**config.mk**
```make
export PLATFORM = sky130hd
export DESIGN_NAME = morse_player_flat
export DESIGN_NICKNAME = d
export VERILOG_FILES = /design/src/rtl/morse_player_if.sv /design/src/rtl/morse_player.sv /design/src/flat_wrapper.sv
export SDC_FILE = /design/constraint.sdc
export NUM_CORES = 1
export LEC_CHECK = 0
export CAP_MARGIN = 30
export CORE_MARGIN = 4
export CORE_UTILIZATION = 27
export DETAILED_ROUTE_END_ITERATION = 12
export DONT_BUFFER_PORTS = 1
export HOLD_SLACK_MARGIN = 0.08
export PLACE_DENSITY = 0.51
export SLEW_MARGIN = 20
export SYNTH_ARGS = -nofsm -noshare
export SYNTH_HDL_FRONTEND = slang
export SYNTH_SLANG_ARGS = --single-unit
```
**constraint.sdc**
```tcl
create_clock -name clk -period 11.3 [get_ports clk]
set_clock_uncertainty 0.15 [all_clocks]
set_input_delay 2.26 -clock clk [delete_from_list [all_inputs] [get_ports clk]]
set_output_delay 2.26 -clock clk [all_outputs]
set_load 0.01 [all_outputs]
```
**src/rtl/morse_player_if.sv**
```systemverilog
// Request/playback bundle between a Morse player and whatever drives it.
interface morse_player_if;
  logic        Start;
  logic        Clear;
  logic [23:0] chars;
  logic        dot_buzzer;
  logic        dash_buzzer;
  logic        busy;
  logic        done;
  logic        err;
  logic [9:0]  cur_seq;
  logic [1:0]  char_idx;

  modport master (
    output Start, Clear, chars,
    input  dot_buzzer, dash_buzzer, busy, done, err, cur_seq, char_idx
  );

  modport slave (
    input  Start, Clear, chars,
    output dot_buzzer, dash_buzzer, busy, done, err, cur_seq, char_idx
  );
endinterface

```
**src/rtl/morse_player.sv**
```systemverilog
// Plays up to three latched ASCII characters as timed Morse dot/dash tones.
module morse_player #(
  parameter int unsigned UNIT_CYCLES = 10,
  parameter int unsigned CNT_W       = 8
) (
  input  logic           clk,
  input  logic           Reset,
  morse_player_if.slave  bus
);

  typedef enum logic [2:0] {
    S_IDLE, S_LOAD, S_TONE, S_EGAP, S_LGAP, S_WGAP, S_DONE
  } state_t;

  localparam logic [CNT_W-1:0] T_UNIT = CNT_W'(UNIT_CYCLES - 1);
  localparam logic [CNT_W-1:0] T_DASH = CNT_W'(3 * UNIT_CYCLES - 1);
  localparam logic [CNT_W-1:0] T_WORD = CNT_W'(4 * UNIT_CYCLES - 1);
  localparam logic [1:0]       SYM_DOT  = 2'b01;
  localparam logic [1:0]       SYM_DASH = 2'b10;

  state_t           state_q, state_d;
  logic [23:0]      chars_q, chars_d;
  logic [9:0]       seq_q, seq_d;
  logic [1:0]       idx_q, idx_d;
  logic [CNT_W-1:0] cnt_q, cnt_d;
  logic             err_q, err_d;
  logic             dot_q, dot_d;
  logic             dash_q, dash_d;

  logic [7:0]       cur_char, nxt_char;
  logic             has_next;
  logic             code_ok;
  logic [9:0]       code;

  // Builds a left-aligned symbol sequence; pat holds one bit per symbol, 1 = dash.
  function automatic logic [9:0] expand(input logic [2:0] len, input logic [4:0] pat);
    logic [9:0] s;
    s = '0;
    for (int unsigned i = 0; i < 5; i++) begin
      if (i < 32'(len)) s[9-2*i -: 2] = pat[4-i] ? SYM_DASH : SYM_DOT;
    end
    return s;
  endfunction

  function automatic logic [10:0] xlate(input logic [7:0] c);
    logic [7:0] u;
    logic [7:0] lp;
    u  = (c >= 8'h61 && c <= 8'h7A) ? c - 8'h20 : c;
    lp = '0;
    case (u)
      "A": lp = {3'd2, 5'b01000};  "B": lp = {3'd4, 5'b10000};
      "C": lp = {3'd4, 5'b10100};  "D": lp = {3'd3, 5'b10000};
      "E": lp = {3'd1, 5'b00000};  "F": lp = {3'd4, 5'b00100};
      "G": lp = {3'd3, 5'b11000};  "H": lp = {3'd4, 5'b00000};
      "I": lp = {3'd2, 5'b00000};  "J": lp = {3'd4, 5'b01110};
      "K": lp = {3'd3, 5'b10100};  "L": lp = {3'd4, 5'b01000};
      "M": lp = {3'd2, 5'b11000};  "N": lp = {3'd2, 5'b10000};
      "O": lp = {3'd3, 5'b11100};  "P": lp = {3'd4, 5'b01100};
      "Q": lp = {3'd4, 5'b11010};  "R": lp = {3'd3, 5'b01000};
      "S": lp = {3'd3, 5'b00000};  "T": lp = {3'd1, 5'b10000};
      "U": lp = {3'd3, 5'b00100};  "V": lp = {3'd4, 5'b00010};
      "W": lp = {3'd3, 5'b01100};  "X": lp = {3'd4, 5'b10010};
      "Y": lp = {3'd4, 5'b10110};  "Z": lp = {3'd4, 5'b11000};
      "0": lp = {3'd5, 5'b11111};  "1": lp = {3'd5, 5'b01111};
      "2": lp = {3'd5, 5'b00111};  "3": lp = {3'd5, 5'b00011};
      "4": lp = {3'd5, 5'b00001};  "5": lp = {3'd5, 5'b00000};
      "6": lp = {3'd5, 5'b10000};  "7": lp = {3'd5, 5'b11000};
      "8": lp = {3'd5, 5'b11100};  "9": lp = {3'd5, 5'b11110};
      default: lp = '0;
    endcase
    return {(lp[7:5] != 3'd0), expand(lp[7:5], lp[4:0])};
  endfunction

  function automatic logic [7:0] char_at(input logic [23:0] c, input logic [1:0] i);
    case (i)
      2'd0:    return c[23:16];
      2'd1:    return c[15:8];
      default: return c[7:0];
    endcase
  endfunction

  function automatic logic [CNT_W-1:0] tone_len(input logic [1:0] sym);
    return (sym == SYM_DASH) ? T_DASH : T_UNIT;
  endfunction

  always_comb begin
    state_d  = state_q;
    chars_d  = chars_q;
    seq_d    = seq_q;
    idx_d    = idx_q;
    cnt_d    = cnt_q;
    err_d    = err_q;
    cur_char = char_at(chars_q, idx_q);
    nxt_char = char_at(chars_q, idx_q + 2'd1);
    has_next = (idx_q != 2'd2) && (nxt_char != 8'h00);
    {code_ok, code} = xlate(cur_char);

    unique case (state_q)
      S_IDLE: begin
        if (bus.Start && !bus.Clear) begin
          chars_d = bus.chars;
          err_d   = 1'b0;
          idx_d   = 2'd0;
          state_d = S_LOAD;
        end
      end
      S_LOAD: begin
        seq_d = code;
        if (cur_char == 8'h00) begin
          state_d = S_DONE;
        end else if (cur_char == 8'h20) begin
          cnt_d   = T_WORD;
          state_d = S_WGAP;
        end else if (code_ok) begin
          cnt_d   = tone_len(code[9:8]);
          state_d = S_TONE;
        end else begin
          err_d = 1'b1;
          if (has_next) begin
            idx_d   = idx_q + 2'd1;
            state_d = S_LOAD;
          end else begin
            state_d = S_DONE;
          end
        end
      end
      S_TONE: begin
        cnt_d = cnt_q - 1'b1;
        if (cnt_q == '0) begin
          seq_d = {seq_q[7:0], 2'b00};
          if (seq_q[7:6] != 2'b00) begin
            cnt_d   = T_UNIT;
            state_d = S_EGAP;
          end else if (has_next) begin
            cnt_d   = T_DASH;
            state_d = S_LGAP;
          end else begin
            state_d = S_DONE;
          end
        end
      end
      S_EGAP: begin
        cnt_d = cnt_q - 1'b1;
        if (cnt_q == '0) begin
          cnt_d   = tone_len(seq_q[9:8]);
          state_d = S_TONE;
        end
      end
      S_LGAP: begin
        cnt_d = cnt_q - 1'b1;
        if (cnt_q == '0) begin
          idx_d   = idx_q + 2'd1;
          state_d = S_LOAD;
        end
      end
      S_WGAP: begin
        cnt_d = cnt_q - 1'b1;
        if (cnt_q == '0) begin
          if (has_next) begin
            idx_d   = idx_q + 2'd1;
            state_d = S_LOAD;
          end else begin
            state_d = S_DONE;
          end
        end
      end
      S_DONE: state_d = S_IDLE;
      default: state_d = S_IDLE;
    endcase

    // Abort keeps the sticky error even if LOAD flagged a bad char this cycle.
    if (bus.Clear && state_q != S_IDLE) begin
      state_d = S_IDLE;
      err_d   = err_q;
    end

    // Buzzers are registered off the next state so they align with state_q.
    dot_d  = (state_d == S_TONE) && (seq_d[9:8] == SYM_DOT);
    dash_d = (state_d == S_TONE) && (seq_d[9:8] == SYM_DASH);
  end

  always_ff @(posedge clk or posedge Reset) begin
    if (Reset) begin
      state_q <= S_IDLE;
      chars_q <= '0;
      seq_q   <= '0;
      idx_q   <= '0;
      cnt_q   <= '0;
      err_q   <= 1'b0;
      dot_q   <= 1'b0;
      dash_q  <= 1'b0;
    end else begin
      state_q <= state_d;
      chars_q <= chars_d;
      seq_q   <= seq_d;
      idx_q   <= idx_d;
      cnt_q   <= cnt_d;
      err_q   <= err_d;
      dot_q   <= dot_d;
      dash_q  <= dash_d;
    end
  end

  assign bus.dot_buzzer  = dot_q;
  assign bus.dash_buzzer = dash_q;
  assign bus.busy        = (state_q != S_IDLE);
  assign bus.done        = (state_q == S_DONE);
  assign bus.err         = err_q;
  assign bus.cur_seq     = seq_q;
  assign bus.char_idx    = idx_q;

endmodule

```
**src/flat_wrapper.sv**
```systemverilog
// flat-port wrapper written by rule: the top's interface ports become plain ports
module morse_player_flat 
#(
  parameter int unsigned UNIT_CYCLES = 10,
  parameter int unsigned CNT_W       = 8
)
  (clk, Reset, bus_Start, bus_Clear, bus_chars, bus_dot_buzzer, bus_dash_buzzer, bus_busy, bus_done, bus_err, bus_cur_seq, bus_char_idx);
  morse_player_if bus_i ();
  input  logic clk;
  input  logic Reset;
  input wire logic [$bits(bus_i.Start)-1:0] bus_Start;
  input wire logic [$bits(bus_i.Clear)-1:0] bus_Clear;
  input wire logic [$bits(bus_i.chars)-1:0] bus_chars;
  output wire logic [$bits(bus_i.dot_buzzer)-1:0] bus_dot_buzzer;
  output wire logic [$bits(bus_i.dash_buzzer)-1:0] bus_dash_buzzer;
  output wire logic [$bits(bus_i.busy)-1:0] bus_busy;
  output wire logic [$bits(bus_i.done)-1:0] bus_done;
  output wire logic [$bits(bus_i.err)-1:0] bus_err;
  output wire logic [$bits(bus_i.cur_seq)-1:0] bus_cur_seq;
  output wire logic [$bits(bus_i.char_idx)-1:0] bus_char_idx;
  assign bus_i.Start = bus_Start;
  assign bus_i.Clear = bus_Clear;
  assign bus_i.chars = bus_chars;
  assign bus_dot_buzzer = bus_i.dot_buzzer;
  assign bus_dash_buzzer = bus_i.dash_buzzer;
  assign bus_busy = bus_i.busy;
  assign bus_done = bus_i.done;
  assign bus_err = bus_i.err;
  assign bus_cur_seq = bus_i.cur_seq;
  assign bus_char_idx = bus_i.char_idx;
  morse_player #(.UNIT_CYCLES(UNIT_CYCLES), .CNT_W(CNT_W)) u_core (.clk(clk), .Reset(Reset), .bus(bus_i));
endmodule
```
==> impl_metrics.json <==
{
  "synthTopCellsByArea": "dfrtp_1 33%, nand2_1 10%, ha_1 4.6%",
  "ys_seq_area_frac": 0.326,
  "portBuffers": 0,
  "worst_pin_slew_ns": 0.900,
  "grt_setup_unrepaired": "false",
  "die-area_sq_mm": 0.0162,
  "yosys.area.top_type": "dfrtp_1",
  "dieHeight_um": 127,
  "cts_root_buffer": "clkbuf_16",
  "max-slew-margin-rel": 0.400,
  "dp_hpwl_um": 7840,
  "crit_fanout": 21,
  "yosys_register_bits": 50,
  "wl_um": 10200,
  "synth_nets": 501,
  "crit_required_ns": 11.33,
  "postRouteAntennaNets": 0,
  "io_pins": 45,
  "hold_class": "reg -> reg",
  "holdBufCountCts": 0,
  "numCtsBuffers": 5,
  "preCtsSetupSlack_ns": 6.79,
  "critPathLaunchType": "flop",
  "grt_pass1_wl_um": 17200,
  "grt_max_degree": 29,
  "start_util": 0.276,
  "setup_viol": 0,
  "yosysWarningCount": 0,
  "cts_setup_buffers": 0,
  "synth-async-reset-ratio": 1.00,
  "fmax_ghz": 0.219,
  "wire_per_inst_um": 16.2,
  "clock_sinks": 50,
  "track_usage": 0.128,
  "setup_slack_ns": 6.73,
  "critPathArrivalTime_ns": 4.60,
  "core_sq_mm": 0.0139,
  "overflow": 0,
  "grt_pass1_vias": 3338,
  "maxCapViolations": 0,
  "fin_crit_sh": 0.404,
  "postSynthAreaPerCell_sq_um": 8.37,
  "fp.dieW_um": 127,
  "yosysUniqueCellTypes": 79,
  "cts_buffer_depth": 2,
  "routed_via_density": 5.35,
  "slew_viol_final": 0,
  "syn_inst": 459,
  "vias": 3366,
  "drive_above_1_share": 0.120,
  "clock_latency_ns": 0.29,
  "antenna_found_initial": 0,
  "synth-main-ff-cell": "dfrtp_1",
  "yosys.area.top_type_share": 0.326,
  "drt_iter0_markers": 279,
  "ctsResizeCount": 0,
  "final_util": 0.294,
  "fin_nets": 490,
  "antenna_cells": 0,
  "synth.most_common_cell": "nand2_1",
  "firstDrtPassIters": 5,
  "fill_cells": 1491,
  "path_clk_slew_ns": 0.07,
  "hold_viol": 0,
  "h-tree-depth": 2,
  "worstSetupPathType": "reg -> reg",
  "placementRows": 43,
  "cts_tree": "built",
  "drc": 0,
  "synth_edf_count": 0,
  "synthesis.area_sq_mm": 0.00384,
  "synthTopCellsByCount": "102 x nand2_1, 50 x dfrtp_1, 41 x nor2_1, 24 x o21ai_0, 23 x a21oi_1",
  "gp_congestion": 0.879,
  "fin_setup_tns_ns": 0,
  "critPathCaptureType": "flop",
  "outcome": "complete, no violations",
  "syn_to_final_growth_pct": 6.64,
  "fin_crit_ns": 4.57
}
metrics by stage:
stage	hold slack (ns)	std cells	instance area, sq um
after floorplan	0.311	459	3840
after global placement	0.349	619	3930
after detailed placement	0.361	620	3950
after CTS	0.379	628	4090
after global routing	0.404	629	4100
final	0.373	629	4100
state kept, by name, summed over array words and instances (netlist names):
signal                  count
u_core.bus.dot_buzzer       1
u_core.bus.err              1
u_core.bus.dash_buzzer      1
u_core.bus.char_idx         2
u_core.chars_q             24
u_core.bus.cur_seq         10
u_core.state_q              3
u_core.cnt_q                8
cell type report:
class	instances	area, sq um	share of cell area
Multi-Input combinational cell	374	2390	0.584
Sequential cell	50	1250	0.305
Tap cell	180	225	0.0549
Clock buffer	5	125	0.0305
Inverter	15	56.3	0.0137
Timing Repair Buffer	2	25.0	0.00611
Clock inverter	3	21.3	0.00519
cells by family (layout without fill, tap and decap cells):
| family | count (synthesis) | count (layout) | share of synthesized area |
|---|---|---|---|
| fa+ha+maj | 14 | 14 | 0.0456 |
| flops | 50 | 50 | 0.326 |
| simple gates | 220 | 220 | 0.291 |
| buf+inv | 35 | 25 | 0.0514 |
| xor+xnor | 2 | 2 | 0.00456 |
| mux | 6 | 6 | 0.0160 |
| compound gates | 132 | 132 | 0.266 |
critical path: stages, from the launching register on:
cell and delay (ns):
dfrtp_1 0.46, inv_1 0.15, ha_1 0.77, nor3b_1 0.20, nor2_1 0.42, inv_1 0.15, ha_1 0.28, nor2b_1 0.21
nand4_4 0.15, a41oi_2 0.43, a21boi_2 0.12, a21boi_1 0.18, o21a_1 0.38, mux2_2 0.38
cells in the final DEF (no fill, tap or decap), types with 3 or more instances in the layout:
master / instances
nand2_1: 102
dfrtp_1: 50
nor2_1: 41
o21ai_0: 24
a21oi_1: 23
ha_1: 14
inv_1: 11
nor3_1: 11
a31oi_1: 8
and3_1: 8
o211ai_1: 7
a22o_1: 6
nor4_1: 6
nor2b_1: 6
nand2b_1: 5
o21a_1: 5
nand3_1: 5
o22ai_1: 5
mux2i_1: 5
clkbuf_16: 5
inv_2: 4
a21o_1: 4
a21boi_0: 4
a211oi_1: 4
or2_2: 3
a22oi_1: 3
or3b_4: 3
o22a_1: 3
and2_1: 3
nand4_1: 3
nor3b_2: 3
a221o_1: 3
routing by layer:
| metal | GRT usage | share of wire | vias up |
|---|---|---|---|
| li1 | - | - | 1640 |
| met2 | 0.198 | 0.45 | 97 |
| met4 | 0.0385 | 0.015 | 0 |
| met5 | 0 | 0 | - |
| met1 | 0.180 | 0.48 | 1619 |
| met3 | 0.0259 | 0.051 | 10 |
final timing paths:
check                                        from                  to  slack, ns  depth (start not counted)
max                        u_core.bus.char_idx[0]     u_core.cnt_q[4]       6.73                         13
min                               u_core.cnt_q[0]     u_core.cnt_q[0]       0.37                          1
max reg2reg                u_core.bus.char_idx[0]     u_core.cnt_q[4]       6.73                         13
min reg2reg                       u_core.cnt_q[0]     u_core.cnt_q[0]       0.37                          1
max in group asynchronous                   Reset  u_core.chars_q[16]       8.75                          2
min in group asynchronous                   Reset   u_core.state_q[0]       1.73                          1
Power is left out: the tool's default activity adds up to more than one toggle a clock period on the data nets, which glitch-free logic cannot reach.
